## src/rtl/seg7_decoder.sv

```systemverilog
// Seven-segment frame decoder: captures six 8-bit segment patterns, decodes one
// digit per cycle into hex nibbles, decimal points and per-digit error flags,
// then presents the result under a valid/ready handshake.
// Optional build macro: SEG7_DP_CHECK_EN -- when defined, a lit decimal point
// also flags that digit as an error.
module seg7_decoder (
    input  logic        clk,
    input  logic        rst,
    input  logic [47:0] seg_in,
    input  logic        in_valid,
    output logic        in_ready,
    output logic [23:0] val_out,
    output logic [5:0]  dp_out,
    output logic [5:0]  err_mask,
    output logic        err_out,
    output logic        out_valid,
    input  logic        out_ready
);

    typedef enum logic [1:0] {
        StIdle = 2'd0,
        StScan = 2'd1,
        StDone = 2'd2
    } state_e;

    state_e      r_state;
    state_e      w_state_d;
    logic [47:0] r_shadow;
    logic [2:0]  r_idx;
    logic [23:0] r_work_val;
    logic [5:0]  r_work_dp;
    logic [5:0]  r_work_err;
    logic [23:0] r_val;
    logic [5:0]  r_dp;
    logic [5:0]  r_err_mask;
    logic        r_err;

    logic [7:0]  w_pat;
    logic [7:0]  w_key;
    logic [3:0]  w_nib;
    logic        w_bad;
    logic        w_dp_err;
    logic [23:0] w_work_val_d;
    logic [5:0]  w_work_dp_d;
    logic [5:0]  w_work_err_d;

    // State register with synchronous reset
    always_ff @(posedge clk) begin
        if (rst) begin
            r_state <= StIdle;
        end else begin
            r_state <= w_state_d;
        end
    end

    // Next-state logic: accept in IDLE, six scan cycles, hold DONE until handshake
    always_comb begin
        w_state_d = r_state;
        case (r_state)
            StIdle: if (in_valid) w_state_d = StScan;
            StScan: if (r_idx == 3'd5) w_state_d = StDone;
            StDone: if (out_ready) w_state_d = StIdle;
            default: w_state_d = StIdle;
        endcase
    end

    // Select the pattern of the digit currently being scanned
    always_comb begin
        w_pat = 8'h00;
        case (r_idx)
            3'd0: w_pat = r_shadow[7:0];
            3'd1: w_pat = r_shadow[15:8];
            3'd2: w_pat = r_shadow[23:16];
            3'd3: w_pat = r_shadow[31:24];
            3'd4: w_pat = r_shadow[39:32];
            3'd5: w_pat = r_shadow[47:40];
            default: w_pat = 8'h00;
        endcase
    end

    // Segment decode; dp is masked off so the key matches the table values
    always_comb begin
        w_key = {w_pat[7:1], 1'b0};
        w_nib = 4'h0;
        w_bad = 1'b0;
        case (w_key)
            8'hFC: w_nib = 4'h0;
            8'h60: w_nib = 4'h1;
            8'hDA: w_nib = 4'h2;
            8'hF2: w_nib = 4'h3;
            8'h66: w_nib = 4'h4;
            8'hB6: w_nib = 4'h5;
            8'hBE: w_nib = 4'h6;
            8'hE0: w_nib = 4'h7;
            8'hFE: w_nib = 4'h8;
            8'hF6: w_nib = 4'h9;
            8'hEE: w_nib = 4'hA;
            8'h3E: w_nib = 4'hB;
            8'h9C: w_nib = 4'hC;
            8'h7A: w_nib = 4'hD;
            8'h9E: w_nib = 4'hE;
            8'h8E: w_nib = 4'hF;
            default: w_bad = 1'b1;
        endcase
`ifdef SEG7_DP_CHECK_EN
        w_dp_err = w_pat[0];
`else
        w_dp_err = 1'b0;
`endif
    end

    // Merge the current digit into the working result
    always_comb begin
        w_work_val_d = r_work_val;
        w_work_dp_d  = r_work_dp;
        w_work_err_d = r_work_err;
        for (int i = 0; i < 6; i++) begin
            if (r_idx == 3'(i)) begin
                w_work_val_d[i*4 +: 4] = w_nib;
                w_work_dp_d[i]         = w_pat[0];
                w_work_err_d[i]        = w_bad | w_dp_err;
            end
        end
    end

    // Datapath: capture frame, accumulate digits, publish on entry to DONE
    always_ff @(posedge clk) begin
        if (rst) begin
            r_shadow   <= '0;
            r_idx      <= '0;
            r_work_val <= '0;
            r_work_dp  <= '0;
            r_work_err <= '0;
            r_val      <= '0;
            r_dp       <= '0;
            r_err_mask <= '0;
            r_err      <= 1'b0;
        end else begin
            case (r_state)
                StIdle: begin
                    if (in_valid) begin
                        r_shadow   <= seg_in;
                        r_idx      <= '0;
                        r_work_val <= '0;
                        r_work_dp  <= '0;
                        r_work_err <= '0;
                    end
                end
                StScan: begin
                    r_work_val <= w_work_val_d;
                    r_work_dp  <= w_work_dp_d;
                    r_work_err <= w_work_err_d;
                    r_idx      <= r_idx + 3'd1;
                    // Last digit goes straight to the outputs, so results
                    // are visible the cycle after the sixth scan edge
                    if (r_idx == 3'd5) begin
                        r_val      <= w_work_val_d;
                        r_dp       <= w_work_dp_d;
                        r_err_mask <= w_work_err_d;
                        r_err      <= |w_work_err_d;
                    end
                end
                default: ;
            endcase
        end
    end

    // Handshake flags derive directly from the state
    always_comb begin
        in_ready  = (r_state == StIdle);
        out_valid = (r_state == StDone);
        val_out   = r_val;
        dp_out    = r_dp;
        err_mask  = r_err_mask;
        err_out   = r_err;
    end

endmodule

```

## config.mk

```make
export PLATFORM = sky130hd
export DESIGN_NAME = seg7_decoder
export DESIGN_NICKNAME = d
export VERILOG_FILES = /design/src/rtl/seg7_decoder.sv
export SDC_FILE = /design/constraint.sdc
export NUM_CORES = 1
export LEC_CHECK = 0
export ABC_AREA = 1
export BUFFER_PORTS_ARGS = -buffer_cell sky130_fd_sc_hd__buf_2
export CAP_MARGIN = 25
export CORE_MARGIN = 10
export CORE_UTILIZATION = 40
export CTS_CLUSTER_SIZE = 28
export DETAILED_ROUTE_END_ITERATION = 6
export SLEW_MARGIN = 20
export SYNTH_ARGS = -nofsm -noshare
export SYNTH_HDL_FRONTEND = slang
export SYNTH_SLANG_ARGS = --single-unit
export TNS_END_PERCENT = 30
```

## constraint.sdc

```tcl
create_clock -name clk -period 2.45 [get_ports clk]
set_clock_uncertainty 0.05 [all_clocks]
set_input_delay 0.49 -clock clk [delete_from_list [all_inputs] [get_ports clk]]
set_output_delay 0.49 -clock clk [all_outputs]
set_load 0.02 [all_outputs]
```

==> results of run 1 <==
[sequential cells by signal, indices dropped and copies added (netlist names)]
| register | cells |
|---|---|
| val_out | 24 |
| r_work_err | 6 |
| r_idx | 3 |
| r_shadow | 48 |
| err_out | 1 |
| r_work_dp | 5 |
| err_mask | 6 |
| r_work_val | 20 |
| r_state | 2 |
| dp_out | 6 |
[what timing repair did]
action	in CTS	in global routing
gates resized for setup	61	101
pin swaps	30	41
setup buffers	15	7
endpoints found under the setup margin	65	65
cloned	1	0
endpoints found under the hold margin	0	0
[worst register-to-register path, stage by stage, from the launching register on]
cell	delay, ns
dfxtp_4	0.37
inv_4	0.09
ha_4	0.16
inv_2	0.05
nor2_4	0.14
buf_4	0.14
nand2_2	0.05
nand2_4	0.07
inv_2	0.05
nand2_4	0.10
nand2_8	0.08
nor2_4	0.17
nand2_4	0.08
nand3_4	0.10
nor2_8	0.05
buf_6	0.12
buf_4	0.12
nand2_1	0.06
o21ai_2	0.06
or2_1	0.22
a21oi_2	0.11
[where the power goes]
group          switching, W  total [W]  internal (W)
registers         0.0000581    0.00211       0.00205
clock network      0.000864    0.00243       0.00157
logic              0.000439   0.000714      0.000276
[area by class of cell]
class / instances / area, um^2
Multi-Input combinational cell: 592 / 3300
Timing Repair Buffer: 167 / 1080
Tap cell: 180 / 225
Fill cell: 1300 / 6010
Sequential cell: 121 / 2430
Inverter: 66 / 263
Clock buffer: 24 / 482
Clock inverter: 8 / 93.8
[worst max-delay path by stage]
stage | start | end | slack, ns | cells past startpoint
after detailed placement | r_idx[1]$_SDFFE_PP0P_ | err_out$_SDFFE_PP0P_ | -0.23 | 17
after floorplan | r_idx[2]$_SDFFE_PP0P_ | err_out$_SDFFE_PP0P_ | 0.05 | 21
after global placement | r_idx[1]$_SDFFE_PP0P_ | err_out$_SDFFE_PP0P_ | -0.20 | 17
after CTS | r_idx[0]$_SDFFE_PP0P_ | r_work_val[7]$_SDFFE_PP0P_ | -0.02 | 19
final | r_idx[0]$_SDFFE_PP0P_ | r_work_val[7]$_SDFFE_PP0P_ | -0.05 | 20
after global routing | r_idx[0]$_SDFFE_PP0P_ | err_out$_SDFFE_PP0P_ | -0.20 | 19
[layer usage]
layer | routed length (um) | vias up
met5 | 0 | -
met4 | 295 | 0
met3 | 750 | 25
met2 | 7740 | 130
met1 | 8500 | 2619
li1 | - | 2917
[synth_stat cells (all sizes together)]
cell type / instances / area [um^2]
inv: 63 / 239
clkbuf: 34 / 128
and3: 1 / 6.26
ha: 5 / 62.6
nand2: 187 / 772
o22ai: 8 / 50.1
a21oi: 53 / 265
o21ai: 98 / 490
nor2: 169 / 713
nor3: 1 / 5.00
a22o: 1 / 8.76
clkinv: 3 / 11.3
a221oi: 1 / 8.76
buf: 10 / 78.8
dfxtp: 121 / 2420
or2: 16 / 100
mux2i: 1 / 10.0
nand3: 49 / 295
o211ai: 1 / 7.51
a31oi: 1 / 6.26
[stage by stage]
step                utilization (%)  power (W)  setup WS (ns)  cells
floorplan                         -    0.00250         0.0539    823
global placement               47.4    0.00271         -0.205   1103
detailed placement             47.4    0.00271         -0.232   1103
CTS                            53.8    0.00520        -0.0174   1151
global route                   56.7    0.00546         -0.201   1158
finish                         56.7    0.00525        -0.0502   1158
[logic make-up (layout without fill, tap and decap cells)]
kind of cell | after synthesis | in the layout | share of synthesized area, %
buffers and inverters | 110 | 265 | 8.04
multiplexers | 1 | 1 | 0.176
flip-flops | 121 | 121 | 42.6
AO/OA/AOI/OAI | 163 | 163 | 14.7
adder cells (fa/ha/maj) | 5 | 5 | 1.10
AND/OR/NAND/NOR | 423 | 423 | 33.3
==> run metrics, run 1 <==
Iter 0 DRT Violations=420; synthesis-stage register bit count=121; WL final=17.3 mm; # port buffers=90; failing checks=negative setup slack; Clock Sinks=121; max_cap viols=0; Slew headroom=64.8%; layout cells sized above 1=36.2%; synthesized area per cell=6.90 um^2; Die Ht=139 um; Die Area=19400 um^2; # diodes=0; leakage=3.60 nW; post-route setup slack=-0.0502 ns; FF-to-FF Start=r_idx[0]$_SDFFE_PP0P_; Worst Path Required=2.75 ns; antenna-violating nets left=0; DRC viols=0; Final Hold Fails=0; placed inst area=6580 um^2; vias=5691; Skew-Pair Late Insertion Delay=0.42 ns; cell area after synthesis=5680 um^2; Data arrival, critical path=2.80 ns; R2R cell count=20; H-tree depth=4; M2 GR Usage=26.4%; worst-margin pin slew=0.527 ns; most frequent cells in the layout=nor2_1, nand2_1, dfxtp_1; CP peak stage delay=0.37 ns; commonest non-fill, non-tap cell in the layout=nor2_1; HP Start=seg_in[27]; worst hold slack=0.274 ns; met3 usage=4.38%; # rows=43; CTS tree=yes; fin area=7880 um^2; cells after synthesis=823; Reg clk slew, reported paths=0.05 ns; global-route wire length before repair=27.7 mm; gpl congestion=0.865; crit-path leading delay family=simple AND/OR/NAND/NOR gates; Mapped Nets=880; most used routing layer=met2; WHS Path Cells=3; Slew Limit Fails=0; critical path's slowest cell=dfxtp_4; crit-path max FO=5; CP dominant cell by count=nand2_4; warnings from Yosys=0; CP cell instances=inv_4 > ha_4 > inv_2 > nor2_4 > buf_4 > nand2_2 > nand2_4 > inv_2 > nand2_4 > nand2_8 > nor2_4 > nand2_4 > nand3_4 > nor2_8 > buf_6 > buf_4 > nand2_1 > o21ai_2 > or2_1 > a21oi_2; die width=139 um; drt first pass iters=5; Worst VDD drop=0.000427 V; initial antenna violation count=0; HPWL reported at the end of detailed placement=11.8 mm; Critical Path Start Type=register; r2r setup slk=-0.05 ns; vias in the first global route=5468; Final min period=2.50 ns; root buffer cell=clkbuf_16; outcome=finished, violations left; global-route usage over all layers=17.3%; cts hold-fix bufs=0; final net count=1022; Critical Setup Path Class=register to register; period utilization=102%; Cell Pwr Density=667 nW/um^2; HP Class=input pin to register; IO Pins=91; CTS Buffer Depth=2; area of the core=13900 um^2; grt total ovfl=0; reg-to-reg endpoint=r_work_val[7]$_SDFFE_PP0P_; synth-to-layout area growth=38.6%; setup total negative slack=-0.168 ns; Hold Path Sink=r_shadow[27]$_SDFFE_PP0P_; CTS buffer count=17; Final setup violation count=7; f_max=0.400 GHz; synth unique cells=33; Critical Path End Type=register; via/cell ratio=4.91; largest net degree at the start of global routing=61; initial core utilization=40.9%; met1 usage=23.6%; DR WL/cell=14.9 um; RSZ-0062 raised after global routing=yes; CP bufs+invs=6; sequential element share of the synthesized area=42.6%
Note: power is estimated with default switching activity, not from simulation.
==> inputs of run 2 (changes only) <==
--- a/config.mk
+++ b/config.mk
@@ -6,12 +6,14 @@
 export NUM_CORES = 1
 export LEC_CHECK = 0
 export ABC_AREA = 1
-export BUFFER_PORTS_ARGS = -buffer_cell sky130_fd_sc_hd__buf_2
 export CAP_MARGIN = 25
 export CORE_MARGIN = 10
 export CORE_UTILIZATION = 40
 export CTS_CLUSTER_SIZE = 28
 export DETAILED_ROUTE_END_ITERATION = 6
+export DONT_BUFFER_PORTS = 1
+export GPL_TIMING_DRIVEN = 0
+export HOLD_SLACK_MARGIN = 0.02
 export SLEW_MARGIN = 20
 export SYNTH_ARGS = -nofsm -noshare
 export SYNTH_HDL_FRONTEND = slang
==> run metrics, run 2 (same netlist as run 1, synthesis figures left out) <==
drt first pass iters=6 (+1); Final Non-Filler Cells=1064 (-8.1%); RSZ-0062 raised after global routing=yes; Final setup violation count=30 (+23); CP peak stage delay=0.38 ns (about the same); Die Ht=139 um (unchanged); CTS Buffer Depth=2 (unchanged); WL final=18.2 mm (+5.1%); grt total ovfl=0 (unchanged); layout cells sized above 1=28.1% (-8.0 points); initial antenna violation count=3 (+3); Total Power=0.00525 W (about the same); H-tree depth=4 (unchanged); failing checks=negative setup slack; CTS buffer count=17 (unchanged); highest metal layer with signal wires=met4; Final Hold Fails=0 (unchanged); max_cap viols=0 (unchanged); Slew Limit Fails=0 (unchanged); gpl congestion=0.886 (+2.3%); synth-to-layout area growth=30.8%; global-route wire length before repair=28.2 mm (+1.7%); via/cell ratio=5.10 (+3.8%); Iter 0 DRT Violations=546 (+30%); CTS tree=yes; commonest non-fill, non-tap cell in the layout=nor2_1; critical path's slowest cell=dfxtp_4; fin util=53.5% (-3.2 points); final net count=925 (-9.5%); worst-margin pin slew=0.594 ns (+0.0669 ns); largest net degree at the start of global routing=17 (-72%); Reg clk slew, reported paths=0.05 ns (about the same); antenna-violating nets left=0 (unchanged); leakage=3.11 nW (-14%); area of the core=13900 um^2 (unchanged); root buffer cell=clkbuf_16; Filler cells=1324 (+1.8%); period utilization=106% (+3.6 points); Die Area=19400 um^2 (unchanged); Final min period=2.59 ns (+0.0887 ns); f_max=0.386 GHz (-3.4%); Biggest register=r_shadow; IO Pins=91 (unchanged); Clock Sinks=121 (unchanged); Critical Path Start Type=register; met2 wire length=8.36 mm (+8.0%); CP cell instances=inv_4 > ha_4 > buf_8 > buf_12 > nand2_8 > inv_6 > nand2_4 > nand2_2 > nor2_4 > nand2_4 > nand2_2 > nor2_4 > nand2_2 > buf_4 > and3_4 > nand2_8 > o21ai_2 > o22ai_1 > inv_1 > nor2_1; die width=139 um (unchanged); DRC viols=0 (unchanged); initial core utilization=40.9% (unchanged); global-route usage over all layers=18.0% (+0.70 points); Slew headroom=60.4% (-4.4 points); Skew-Pair Late Insertion Delay=0.41 ns (about the same); post-route setup slack=-0.139 ns (-0.0887 ns); crit-path max FO=7 (+2); DRT met1 WL=8.16 mm (-3.9%); # rows=43 (unchanged); most frequent cells in the layout=nor2_1, nand2_1, dfxtp_1; HP Class=input pin to register; setup total negative slack=-1.51 ns (-1.34 ns); Cell Pwr Density=707 nW/um^2 (+6.0%); vias in the first global route=5106 (-6.6%); post-placement cell count=1003 (-9.1%); CP dominant cell by count=nand2_2; Largest register FFs=48 (unchanged); Critical Path End Type=register; DR WL/cell=17.1 um (+14%); met3 routed WL=1.32 mm (+76%); # port buffers=0 (-100%); outcome=finished, violations left; Data arrival, critical path=2.82 ns (+0.02 ns); vias=5429 (-4.6%); HPWL reported at the end of detailed placement=12.4 mm (+5.7%); Worst Path Required=2.68 ns (-0.07 ns); Critical Setup Path Class=register to register; Worst VDD drop=0.000481 V (+13%)
[run 2: worst paths after layout]
check,slack [ns],cells after the start,endpoint,start
max,-0.14,20,r_work_val[9]$_SDFFE_PP0P_,r_idx[0]$_SDFFE_PP0P_
min,0.20,2,r_shadow[26]$_SDFFE_PP0P_,seg_in[26]
max reg2reg,-0.14,20,r_work_val[9]$_SDFFE_PP0P_,r_idx[0]$_SDFFE_PP0P_
min reg2reg,0.41,2,r_work_val[16]$_SDFFE_PP0P_,r_work_val[16]$_SDFFE_PP0P_
[run 2: cell type report]
| cell class | instances | area (um^2) | share of cell area, % |
|---|---|---|---|
| Antenna cell | 3 | 7.51 | 0.101 |
| Timing Repair Buffer | 26 | 231 | 3.12 |
| Multi-Input combinational cell | 592 | 3430 | 46.2 |
| Sequential cell | 121 | 2430 | 32.7 |
| Clock inverter | 8 | 92.6 | 1.25 |
| Tap cell | 180 | 225 | 3.03 |
| Clock buffer | 24 | 492 | 6.62 |
| Inverter | 66 | 270 | 3.64 |
| Buffer | 44 | 249 | 3.35 |
[run 2: critical path, delay by kind of cell (launching register included)]
| family | cells | cell delay, ns |
|---|---|---|
| AOI/OAI and AO/OA | 2 | 0.28 |
| adders and majority gates | 1 | 0.16 |
| buffers and inverters | 6 | 0.54 |
| DFF | 1 | 0.38 |
| and+or+nand+nor | 11 | 1.01 |
[run 2: timing repair]
item                       in CTS  in global routing
setup endpoints to repair      68                 89
gates cloned                    2                  0
pin swaps                      44                 56
buffers inserted               16                  8
resized for setup             108                100
hold buffers                    0                  0
[run 2: per-stage QoR]
stage          hold WS, ns  setup slack [ns]  area (um^2)
6_report             0.195            -0.139         7430
3_5_place_dp         0.400            -0.522         5910
5_1_grt              0.190            -0.227         7430
3_3_place_gp         0.398            -0.531         5910
2_1_floorplan        0.391            0.0539         5680
4_1_cts              0.177           -0.0590         6980
[run 2: routing by layer]
layer | GRT usage (%) | vias to the layer above
met5 | 0 | -
met4 | 6.75 | 0
li1 | - | 2738
met2 | 27.4 | 138
met3 | 6.27 | 26
met1 | 23.0 | 2527
[run 2: report_power, final]
part	switching (W)	internal, W	total (W)
sequential	0.0000514	0.00205	0.00210
combinational	0.000458	0.000228	0.000686
clock	0.000870	0.00159	0.00247
total	0.00138	0.00387	0.00525
==> inputs of run 3 (changes only) <==
--- a/config.mk
+++ b/config.mk
@@ -5,7 +5,6 @@
 export SDC_FILE = /design/constraint.sdc
 export NUM_CORES = 1
 export LEC_CHECK = 0
-export ABC_AREA = 1
 export CAP_MARGIN = 25
 export CORE_MARGIN = 10
 export CORE_UTILIZATION = 40
==> run metrics, run 3 <==
outcome=finished, violations left; failing checks=negative setup slack; via/cell ratio=5.73 (+12%); initial core utilization=41.2% (+0.25 points); largest net degree at the start of global routing=17 (unchanged); HP Start=rst; commonest non-fill, non-tap cell in the layout=nand2_1; Async SR Flop Fraction=0% (unchanged); Iter 0 DRT Violations=526 (-3.7%); CTS buffer count=17 (unchanged); Critical Setup Path Class=register to register; post-placement cell count=823 (-18%); leakage=2.47 nW (-21%); vias in the first global route=5063 (-0.84%); Die Area=18100 um^2 (-6.7%); DR WL/cell=20.0 um (+17%); Biggest register=r_shadow; # port buffers=0 (unchanged); cell area after synthesis=5240 um^2 (-7.8%); HPWL reported at the end of detailed placement=12.1 mm (-2.5%); post-route setup slack=-0.783 ns (-0.644 ns); worst-margin pin slew=0.715 ns (+0.121 ns); crit path launch=r_idx[1]$_SDFFE_PP0P_; # rows=41 (-4.7%); final net count=773 (-16%); Final Non-Filler Cells=901 (-15%); CTS Buffer Depth=2 (unchanged); WL final=18.0 mm (-0.70%); placed inst area=5530 um^2 (-6.3%); share of the synthesized area in the top cell type=46.2% (+3.6 points); Slew headroom=52.0% (-8.4 points); cells after synthesis=651 (-21%); Die Ht=134 um (-3.4%); fin util=54.2% (+0.71 points); most common cell in the netlist=nand2_1; grt total ovfl=0 (unchanged); r2r setup slk=-0.78 ns (-0.64 ns); fin area=6900 um^2 (-7.1%); f_max=0.309 GHz (-20%); Final setup violation count=42 (+40%); Hold Path Sink=r_work_err[1]$_SDFFE_PP0P_; Clock Sinks=121 (unchanged); Mapped Nets=708 (-20%); crit-path max FO=6 (-1); commonest cells in the synthesized netlist=nand2_1, dfxtp_1, a21oi_1, nor2_1, clkbuf_1; synthesized area per cell=8.05 um^2 (+17%); Worst VDD drop=0.000556 V (+16%); Slew Limit Fails=0 (unchanged); reg-to-reg endpoint=r_work_err[1]$_SDFFE_PP0P_; drt first pass iters=7 (+1); WHS Path Cells=1 (-1); period utilization=132% (+26 points); layout cells sized above 1=22.9% (-5.2 points); ys flop type=dfxtp_1; Critical Path Start Type=register; CTS tree=yes; # diodes=0 (-3); Synth area leaders=dfxtp_1, nand2_1, a21oi_1; Final min period=3.23 ns (+0.644 ns); largest area contributor in the netlist=dfxtp_1; global-route wire length before repair=27.9 mm (-0.93%); die width=134 um (-3.4%); global-route usage over all layers=19.7% (+1.7 points); Final Hold Fails=0 (unchanged); initial antenna violation count=0 (-3); Worst Path Required=2.72 ns (+0.04 ns); worst slack, placed=-1.40 ns (-0.874 ns); area of the core=12700 um^2 (-8.3%); Cell Pwr Density=730 nW/um^2 (+3.2%); R2R cell count=12 (-40%); Reg clk slew, reported paths=0.05 ns (about the same); Data arrival, critical path=3.50 ns (+0.68 ns); cts hold-fix bufs=0 (unchanged); warnings from Yosys=0 (unchanged); H-tree depth=4 (unchanged); number of synthesized flops with an enable pin=0 (unchanged); worst hold slack=0.120 ns (-0.0747 ns); IO Pins=91 (unchanged); vias=5163 (-4.9%); root buffer cell=clkbuf_16; Critical Path End Type=register; HP Class=input pin to register; gpl congestion=0.892 (+0.67%); sequential element share of the synthesized area=46.2% (+3.6 points); antenna-violating nets left=0 (unchanged); synthesis-stage register bit count=121 (unchanged); max_cap viols=0 (unchanged); synth unique cells=51 (+55%); most frequent cells in the layout=nand2_1, dfxtp_1, a21oi_1; Skew-Pair Late Insertion Delay=0.42 ns (about the same); FF-to-FF Start=r_idx[1]$_SDFFE_PP0P_; Largest register FFs=48 (unchanged); RSZ-0062 raised after global routing=yes; synth-to-layout area growth=31.7%; DRC viols=0 (unchanged)
[run 3: changes by cell type in the layout (fill, tap and decap cells not counted), sizes merged, moves of 18 or more]
cell   previous run  this run
nand3            49        14
nand2           187       169
a22oi             0        23
buf              34        66
a21oi            53        92
inv              63         5
o21ai            98        18
nor2            169        59
[run 3: critical path, cell delays in order, from the launching register on]
cell and delay, ns:
dfxtp_4 0.36, buf_12 0.12, ha_4 0.17, a222oi_1 0.44, nor2_1 0.16, a211oi_2 0.26
buf_6 0.21, nor2_1 0.11, a22oi_2 0.20, nor2_2 0.08, or4b_4 0.62, buf_12 0.17
o41ai_2 0.19
[run 3: cell type report]
cell class              instances  area [um^2]
fillers                      1209         5820
multi-input cells             475         2950
flip-flops and latches        121         2430
clock buffers                  25          485
repair buffers                 48          432
plain buffers                  48          272
well taps                     172          215
clock inverters                 7         91.3
inverters                       5         26.3
[run 3: power breakdown]
part,internal [W],switching [W]
registers,0.00203,0.0000422
logic,0.000192,0.000336
clock network,0.00157,0.000867
total,0.00379,0.00124
[run 3: through the flow]
step	TNS [ns]	power, W
after global routing	-28.22	0.00519
after floorplan	-15.19	0.00237
after detailed placement	-41.88	0.00249
final	-24.11	0.00503
after global placement	-38.77	0.00248
after CTS	-16.01	0.00502
[run 3: worst max path at each step]
stage,endpoint,slack (ns),depth (start not counted)
after global routing,err_out$_SDFFE_PP0P_,-0.87,14
after floorplan,r_work_err[2]$_SDFFE_PP0P_,-0.79,15
after CTS,r_work_err[3]$_SDFFE_PP0P_,-0.60,13
final,r_work_err[1]$_SDFFE_PP0P_,-0.78,12
after global placement,r_work_err[1]$_SDFFE_PP0P_,-1.35,12
after detailed placement,r_work_err[3]$_SDFFE_PP0P_,-1.40,12
[run 3: timing repair]
action                     4_1_cts  5_1_grt
gates resized for setup         83       18
setup endpoints to repair       60       54
buffers inserted                40        8
pin swaps                       44       13
gates cloned                     1        0
[run 3: logic make-up (layout without fill, tap and decap cells)]
family	after synthesis	in the layout	share of synthesized area (%)
XOR/XNOR	1	1	0.167
flip-flops	121	121	46.2
AO/OA/AOI/OAI	180	180	23.1
AND/OR/NAND/NOR	280	281	22.5
buffers and inverters	56	133	4.87
multiplexers	8	8	1.93
adder cells (fa/ha/maj)	5	5	1.19
[run 3: per-layer routing]
layer	vias to the layer above	global-route usage [%]	share of wire, %
met5	-	0	0
met4	0	8.59	2.4
met3	37	7.84	8.5
met2	203	30.4	47
met1	2513	23.7	42
li1	2410	-	-
